### src/rtl/oscillator_phase_ctrl.sv
// oscillator_phase_ctrl
// Per-voice sample controller. On each accepted sample tick it hands the
// current phase and note period to a shared sequential divider. After a
// fixed latency it captures the quotient (phase*256)/period and emits one
// waveform-shaped 8-bit sample with a one-cycle valid strobe.
//
// Divider handshake: div_en is a one-cycle start pulse with no ready or
// acknowledge. dividend/divider are driven from the ISSUE cycle and held
// stable until the next ISSUE. quotient is sampled exactly DIV_LATENCY
// cycles after the div_en pulse. sample_valid is a one-cycle strobe, and
// the mixer cannot apply backpressure.

module oscillator_phase_ctrl #(
  parameter int unsigned DIV_LATENCY = 12
) (
  input  logic        clk,
  input  logic        nRst,
  input  logic        sample_tick,
  input  logic [15:0] note_period,
  input  logic [1:0]  wave_sel,
  output logic        div_en,
  output logic [15:0] dividend,
  output logic [15:0] divider,
  input  logic [7:0]  quotient,
  output logic [7:0]  sample,
  output logic        sample_valid,
  output logic        overrun
);

  localparam int unsigned CW = (DIV_LATENCY > 1) ? $clog2(DIV_LATENCY) : 1;

  typedef enum logic [1:0] {
    S_IDLE   = 2'd0,
    S_ISSUE  = 2'd1,
    S_WAIT   = 2'd2,
    S_OUTPUT = 2'd3
  } state_e;

  state_e        state_q, state_d;
  logic [CW-1:0] cnt_q, cnt_d;
  logic [15:0]   phase_q, phase_d;
  logic [15:0]   per_q, per_d;
  logic [1:0]    sel_q, sel_d;
  logic          div_en_q, div_en_d;
  logic [15:0]   dividend_q, dividend_d;
  logic [15:0]   divider_q, divider_d;
  logic [7:0]    sample_q, sample_d;
  logic          sample_valid_q, sample_valid_d;
  logic          overrun_q, overrun_d;

  logic [16:0]   phase_inc;
  logic [15:0]   issue_phase;

  // Map the quotient (position within one waveform period) to the selected shape.
  function automatic logic [7:0] shape(input logic [7:0] q, input logic [1:0] sel);
    logic [7:0] r;
    case (sel)
      2'b00:   r = q;
      2'b01:   r = q[7] ? 8'h00 : 8'hFF;
      2'b10:   r = q[7] ? ~{q[6:0], 1'b0} : {q[6:0], 1'b0};
      default: r = ~q;
    endcase
    return r;
  endfunction

  // Next-state and next-output logic for the tick -> issue -> wait -> output sequence.
  always_comb begin
    state_d        = state_q;
    cnt_d          = cnt_q;
    phase_d        = phase_q;
    per_d          = per_q;
    sel_d          = sel_q;
    div_en_d       = 1'b0;
    dividend_d     = dividend_q;
    divider_d      = divider_q;
    sample_d       = sample_q;
    sample_valid_d = 1'b0;
    overrun_d      = overrun_q;

    // 17-bit increment so a period of 16'hFFFF wraps without overflow.
    phase_inc   = {1'b0, phase_q} + 17'd1;
    // If the period shrank below the running phase, restart the cycle.
    issue_phase = (phase_q >= note_period) ? 16'd0 : phase_q;

    // A tick outside IDLE is dropped and only flagged.
    if (sample_tick && (state_q != S_IDLE)) begin
      overrun_d = 1'b1;
    end

    case (state_q)
      S_IDLE: begin
        if (sample_tick) begin
          per_d = note_period;
          sel_d = wave_sel;
          if (note_period == 16'd0) begin
            // Silent voice: emit midscale immediately, no divider use.
            sample_d       = 8'h80;
            sample_valid_d = 1'b1;
            phase_d        = 16'd0;
          end else begin
            phase_d    = issue_phase;
            div_en_d   = 1'b1;
            dividend_d = issue_phase;
            divider_d  = note_period;
            state_d    = S_ISSUE;
          end
        end
      end
      S_ISSUE: begin
        cnt_d   = CW'(DIV_LATENCY - 1);
        phase_d = (phase_inc == {1'b0, per_q}) ? 16'd0 : phase_inc[15:0];
        state_d = S_WAIT;
      end
      S_WAIT: begin
        if (cnt_q == '0) begin
          sample_d       = shape(quotient, sel_q);
          sample_valid_d = 1'b1;
          state_d        = S_OUTPUT;
        end else begin
          cnt_d = cnt_q - CW'(1);
        end
      end
      default: begin
        state_d = S_IDLE;
      end
    endcase
  end

  // State and registered outputs with synchronous active-low reset.
  always_ff @(posedge clk) begin
    if (!nRst) begin
      state_q        <= S_IDLE;
      cnt_q          <= '0;
      phase_q        <= 16'd0;
      per_q          <= 16'd0;
      sel_q          <= 2'b00;
      div_en_q       <= 1'b0;
      dividend_q     <= 16'd0;
      divider_q      <= 16'd0;
      sample_q       <= 8'h80;
      sample_valid_q <= 1'b0;
      overrun_q      <= 1'b0;
    end else begin
      state_q        <= state_d;
      cnt_q          <= cnt_d;
      phase_q        <= phase_d;
      per_q          <= per_d;
      sel_q          <= sel_d;
      div_en_q       <= div_en_d;
      dividend_q     <= dividend_d;
      divider_q      <= divider_d;
      sample_q       <= sample_d;
      sample_valid_q <= sample_valid_d;
      overrun_q      <= overrun_d;
    end
  end

  assign div_en       = div_en_q;
  assign dividend     = dividend_q;
  assign divider      = divider_q;
  assign sample       = sample_q;
  assign sample_valid = sample_valid_q;
  assign overrun      = overrun_q;

endmodule

### config.mk
export PLATFORM = sky130hd
export DESIGN_NAME = oscillator_phase_ctrl
export DESIGN_NICKNAME = d
export VERILOG_FILES = /design/src/rtl/oscillator_phase_ctrl.sv
export SDC_FILE = /design/constraint.sdc
export NUM_CORES = 1
export LEC_CHECK = 0
export BUFFER_PORTS_ARGS = -buffer_cell sky130_fd_sc_hd__buf_2
export CAP_MARGIN = 10
export CORE_AREA = 2 2 113 115
export CTS_CLUSTER_SIZE = 14
export DETAILED_ROUTE_END_ITERATION = 10
export DIE_AREA = 0 0 115 117
export MAX_ROUTING_LAYER = met4
export PLACE_DENSITY_LB_ADDON = 0.08
export SETUP_SLACK_MARGIN = 0.4
export SLEW_MARGIN = 10
export SYNTH_ARGS = -nofsm -noshare
export SYNTH_HDL_FRONTEND = slang
export SYNTH_SLANG_ARGS = --single-unit
### constraint.sdc
create_clock -name clk -period 4.1 [get_ports clk]
set_input_delay 1.23 -clock clk [delete_from_list [all_inputs] [get_ports clk]]
set_output_delay 1.23 -clock clk [all_outputs]
set_load 0.05 [all_outputs]
After elaboration in Yosys (flattened, before gate mapping)
Cells that the tools add are included.

Logic and storage cells: 66. Output and inout port bits: 43. Register bits: 83. Bits of input ports: 29.

Equality and inequality tests: 10. Add/sub/neg operators: 2. Reduce and logical (&&, ||, !) cells: 16. Order comparisons: 1. Bitwise logic cells: 3. Multiplexer cells: 23.

Operators with widths (count): $mux 16 (4); $mux 8 (5); $pmux 16 s2 (1); $pmux 8 s3 (1); $add 16x1->17 const B (1); $eq 17x16->1 (1); $ge 16x16->1 (1); $logic_not 16->1 (1); $not 8->8 (2); $pmux 8 s2 (1); $ne 2x2->1 const B (5); $reduce_and 3->1 (3); $pmux 4 s2 (1); $reduce_bool 2->1 (4); $mux 2 (3); $pmux 2 s3 (1); $reduce_and 2->1 (3); $eq 2x1->1 const B (2); $eq 2x2->1 const B (2); $logic_not 2->1 (2); $logic_not 4->1 (1); $mux 1 (4); $mux 4 (1); $reduce_and 4->1 (1); other kinds (4) (4).

Longest topological paths before layout
Word-level depth: 5. Gate-level depth with buffers: 11. Depth with buffers taken out: 10.

Least setup slack after synthesis
Ideal clock, no wire load.

Path type: input port to flip-flop. From: input note_period[10]. To: register phase_q[15]. Slack: 0.880 ns. Library setup time: 0.093 ns. Arrival: 3.127 ns. Stages: 11. Path through: inv_1 ha_1 a21oi_1 a21boi_0 o31ai_1 nand2_1 a31oi_1 a41o_1 buf_2 nand2_1 o311ai_2.

Longest elaborated chain between the ends: 5. Elaborated cells between the ends (all ways): 6.

RTL lines: from (decl) (line 19) `input logic [15:0] note_period,`; $ge 16x16->1 (line 83) `issue_phase = (phase_q >= note_period) ? 16'd0 : phase_q;`; $mux 16 (line 83); $mux 16 * (line 95) `if (note_period == 16'd0) begin`; $mux 16 * (line 92) `if (sample_tick) begin`; $pmux 16 s2 * (line 90) `case (state_q)`; to (signal assigned) (line 146) `phase_q <= phase_d;`; to (decl) (line 41) `logic [15:0] phase_q, phase_d;`.

Mark *: on every way between the ends. The rest lies on a longest branch, timed or not. The select of a mux whose other input is x is not followed. A chain may end at the register's enable or synchronous reset.

Final worst setup path
From: input note_period[10]. To: register phase_q[9].

The elaborated chain is that of the path after synthesis.

==> reports/qor_table.md <==
| Stage | Item | Value |
| --- | --- | --- |
| run status | Run status | completed |
| route | Number of nets with antenna violations after detailed routing | 0 |
| floorplanning | Horizontal die dimension | 115 um |
| route | Drt wl/cell | 16.3 um |
| grt | Met1 global-route usage | 0.275 |
| yosys | Proportion of synthesized flip-flops having asynchronous set or reset | 0 |
| floorplanning | Standard-cell rows | 41 |
| placement | Post-detail-place hpwl | 9260 um |
| route | Via/cell ratio | 5.38 |
| clock network | Cells resized by post-CTS repair | 0 |
| yosys | Number of warnings printed during yosys synthesis | 0 |
| sta | RSZ-0062 raised after global routing | no |
| sta | Final critical-path required period | 3.14 ns |
| pwr | Total leakage power | 0.00233 uW |
| floorplanning | Die Span Y | 117 um |
| job | Max-cap check violation count | 0 |
| yosys | Number of synthesized flops with an enable pin | 0 |
| yosys | Seq cells post-synth | 83 |
| grt | Total routing usage reported by global routing | 0.207 |
| grt | GR Util met2 | 0.322 |
| grt | Largest net degree at the start of global routing | 69 |
| placement | Number of instances in the placed design | 762 |
| setup path | Required time of the critical path | 4.39 ns |
| pwr | Clock share of power | 0.295 |
| yosys | Post-Syn Area | 4760 um^2 |
| min path | Hold path cells | 2 |
| grt | Total gr overflow | 0 |
| floorplanning | Placeable core region | 12,300 um^2 |
| sta | Hold WS | 0.458 ns |
| placement | Number of input and output port buffers inserted | 71 |
| sta | Final Max Slew Viols | 0 |
| min path | Type of the most critical hold path | register to register |
| yosys | Synth top cells by count | sky130_fd_sc_hd__nand2_1, sky130_fd_sc_hd__dfxtp_1, sky130_fd_sc_hd__a21boi_0 |
| pwr | Cell internal power dissipation | 1570 uW |
| setup path | Worst Path Class, Setup | primary input to register |
| setup path | Critical path startpoint | note_period[10] |
| yosys | Prevailing post-synth register cell | sky130_fd_sc_hd__dfxtp_1 |
| yosys | Top-area cell type share of the netlist area | 0.349 |
| placement | Final RePlAce weighted congestion | 0.856 |
| setup path | Worst setup EP type | register |
| sta | Maximum achievable frequency | 0.318 GHz |
| setup path | Crit path DAT | 3.43 ns |
| floorplanning | I/O pin count | 72 |
| finish | Summed area of non-filler cells in the final layout | 5430 um^2 |
| sta | Hold Fails Final Rpt | 0 |
| floorplanning | Die ar. | 13,500 um^2 |
| finish | Final core utilization | 0.441 |
| grt | Grt peak-use layer | met2 |
| grt | Initial antenna violation count | 0 |
| clock network | Clock edge transition at the registers on the reported setup and hold paths | 0.06 ns |
| yosys | Register area share after synthesis | 0.349 |
| pwr | Relative contribution of combinational cells to total power | 0.309 |
| clock network | Deepest clock path buffer count | 2 |
| min path | Startpoint of the worst hold path | dividend[13]$_SDFFE_PN0P_ |
| pwr | Switching power | 953 uW |
| setup path | Reg2Reg Launch Point | phase_q[0]$_SDFFE_PN0P_ |
| sta | Total Neg Setup Slack | 0 ns |
| pwr | Sequential fraction of design power | 0.396 |
| clock network | Clock latency reported for the late side of the worst-skew pair | 0.35 ns |
| yosys | Most repeated cell in the gate-level netlist after synthesis | sky130_fd_sc_hd__nand2_1 |
| finish | Nets@finish | 674 |
| grt | Vias in the first global route | 3,933 |
| sta | Normalized max-slew margin | 0.280 |
| clock network | CTS tree | done |
| setup path | Register-to-Register Path Depth | 9 |
| placement | Placed inst area | 5160 um^2 |
| route | Number of iterations in the first detailed-routing pass | 5 |
| clock network | Count of hold-fix buffers inserted at cts | 0 |
| yosys | Cell types occupying the most area after synthesis | sky130_fd_sc_hd__dfxtp_1, sky130_fd_sc_hd__a21boi_0, sky130_fd_sc_hd__nand2_1 |
| grt | Met3 track demand over resource in global routing | 0.0463 |
| clock network | CTS H-Tree Depth | 3 |
| pwr | Net switching fraction of the power | 0.377 |
| finish | Antenna diode instance count | 0 |
| route | Final routed wirelength across all metal layers | 12,700 um |
| clock network | Num CTS Buffers | 9 |
| yosys | Average footprint of a synthesized cell | 8.32 um^2 |
| setup path | Critical-path maximum fanout | 16 |
| yosys | Most area-hungry cell type in the Yosys netlist | sky130_fd_sc_hd__dfxtp_1 |
| pwr | Worst vdd ir | 0.000236 V |
| route | DRC marker count from the first detailed-route iteration | 228 |
| yosys | Mapped Nets | 623 |
| floorplanning | Effective utilization at floorplan | 0.386 |
| grt | First-pass GRT wire length | 20,900 um |
| yosys | Number of different library cells in the post-synthesis netlist | 66 |
| sta | Final Skew | 0.00791 ns |
| sta | Transition time at the pin with the least slew margin | 1.08 ns |
| clock network | Clk root buf | sky130_fd_sc_hd__clkbuf_16 |
| sta | Portion of the clock cycle consumed by the worst path in the final layout | 0.766 |
| setup path | Crit path launch type | primary input |
| finish | Fraction of layout cells with a size suffix above 1 | 0.188 |
| route | Post-route DRC | 0 |
| yosys | Cell count after synthesis | 572 |
| sta | Total of endpoints with negative setup slack in the final report | 0 |
| finish | Layout area overhead | 14.1% |
| clock network | Setup fix buffers added after clock tree synthesis | 0 |
| finish | Post-layout instance count excluding filler cells | 778 |
| pwr | PD cells | 466 nW/um^2 |
| clock network | Clock sinks | 83 |
| route | Vias post-DR | 4,183 |
## per-stage QoR
stage	power, uW	setup WS, ns
final	2530	0.959
after floorplan	1610	0.880
after detailed placement	1810	0.603
after global placement	1790	0.602
after global routing	2690	0.700
after CTS	2560	0.962
## area by class of cell
cell class,count,area [um^2]
Timing Repair Buffer,80,423
Sequential cell,83,1660
Inverter,24,90.1
Tap cell,150,188
Multi-Input combinational cell,425,2800
Clock buffer,12,236
Fill cell,1264,6890
Clock inverter,4,26.3
## sequential cells by signal (all words and copies together), names as in the netlist
| register | count |
|---|---|
| sel_q | 2 |
| divider | 16 |
| div_en | 1 |
| phase_q | 16 |
| sample | 8 |
| cnt_q | 4 |
| dividend | 16 |
| overrun | 1 |
| sample_valid | 1 |
| per_q | 16 |
| state_q | 2 |
## cells by family after synthesis
group | count (synthesis) | synth area share
AND/OR/NAND/NOR | 229 | 0.253
buffers and inverters | 64 | 0.0618
multiplexers | 3 | 0.00631
adder cells (fa/ha/maj) | 22 | 0.0579
flip-flops | 83 | 0.349
AO/OA/AOI/OAI | 144 | 0.223
XOR/XNOR | 27 | 0.0497
## per-layer routing
metal | vias to the layer above | wire length, um
met5 | - | 0
met4 | 0 | 137
met3 | 13 | 551
met2 | 98 | 5800
met1 | 1962 | 6170
li1 | 2110 | -
## cell usage in the layout, fill, tap and decap left out, drive strengths merged, types with 3 or more instances in the layout
| master | synthesis | final |
|---|---|---|
| nor2 | 25 | 25 |
| nor2b | 13 | 13 |
| nand2 | 93 | 93 |
| nor4 | 9 | 9 |
| nand3 | 29 | 29 |
| and4 | 3 | 3 |
| nor3b | 3 | 3 |
| nand4 | 12 | 12 |
| xor2 | 17 | 17 |
| dfxtp | 83 | 83 |
| a21oi | 33 | 33 |
| o31ai | 8 | 8 |
| o21a | 6 | 6 |
| a32oi | 5 | 5 |
| inv | 24 | 25 |
| ha | 22 | 22 |
| and3 | 8 | 8 |
| o311ai | 3 | 3 |
| nor3 | 10 | 10 |
| clkbuf | 25 | 12 |
| a21boi | 51 | 51 |
| a22o | 3 | 3 |
| o21ai | 13 | 13 |
| and2 | 7 | 7 |
| buf | 15 | 80 |
| nand2b | 10 | 10 |
| mux2i | 3 | 3 |
| xnor2 | 10 | 10 |
## power groups by stage
stage	registers, uW	logic [uW]	clock network (uW)
floorplan	1130	486	0
global route	1020	867	804
global placement	1020	776	0
finish	1000	781	746
detailed placement	1020	788	0
CTS	1000	792	770
## final timing paths
kind / endpoint / slack [ns]
worst max-delay path: phase_q[9]$_SDFFE_PN0P_ / 0.96
worst min-delay path: dividend[13]$_SDFFE_PN0P_ / 0.46
worst max register to register: phase_q[1]$_SDFFE_PN0P_ / 1.03
worst min register to register: dividend[13]$_SDFFE_PN0P_ / 0.46
## worst max-delay path, stage by stage
cell	delay [ns]
sky130_fd_sc_hd__buf_2	0.10
sky130_fd_sc_hd__inv_1	0.05
sky130_fd_sc_hd__ha_1	0.31
sky130_fd_sc_hd__a21oi_1	0.14
sky130_fd_sc_hd__a21boi_0	0.10
sky130_fd_sc_hd__o31ai_1	0.26
sky130_fd_sc_hd__nand2_1	0.07
sky130_fd_sc_hd__a31oi_1	0.22
sky130_fd_sc_hd__a41o_1	0.63
sky130_fd_sc_hd__a31o_2	0.19
sky130_fd_sc_hd__a22o_1	0.11
Power figures use the tool's default switching activity.
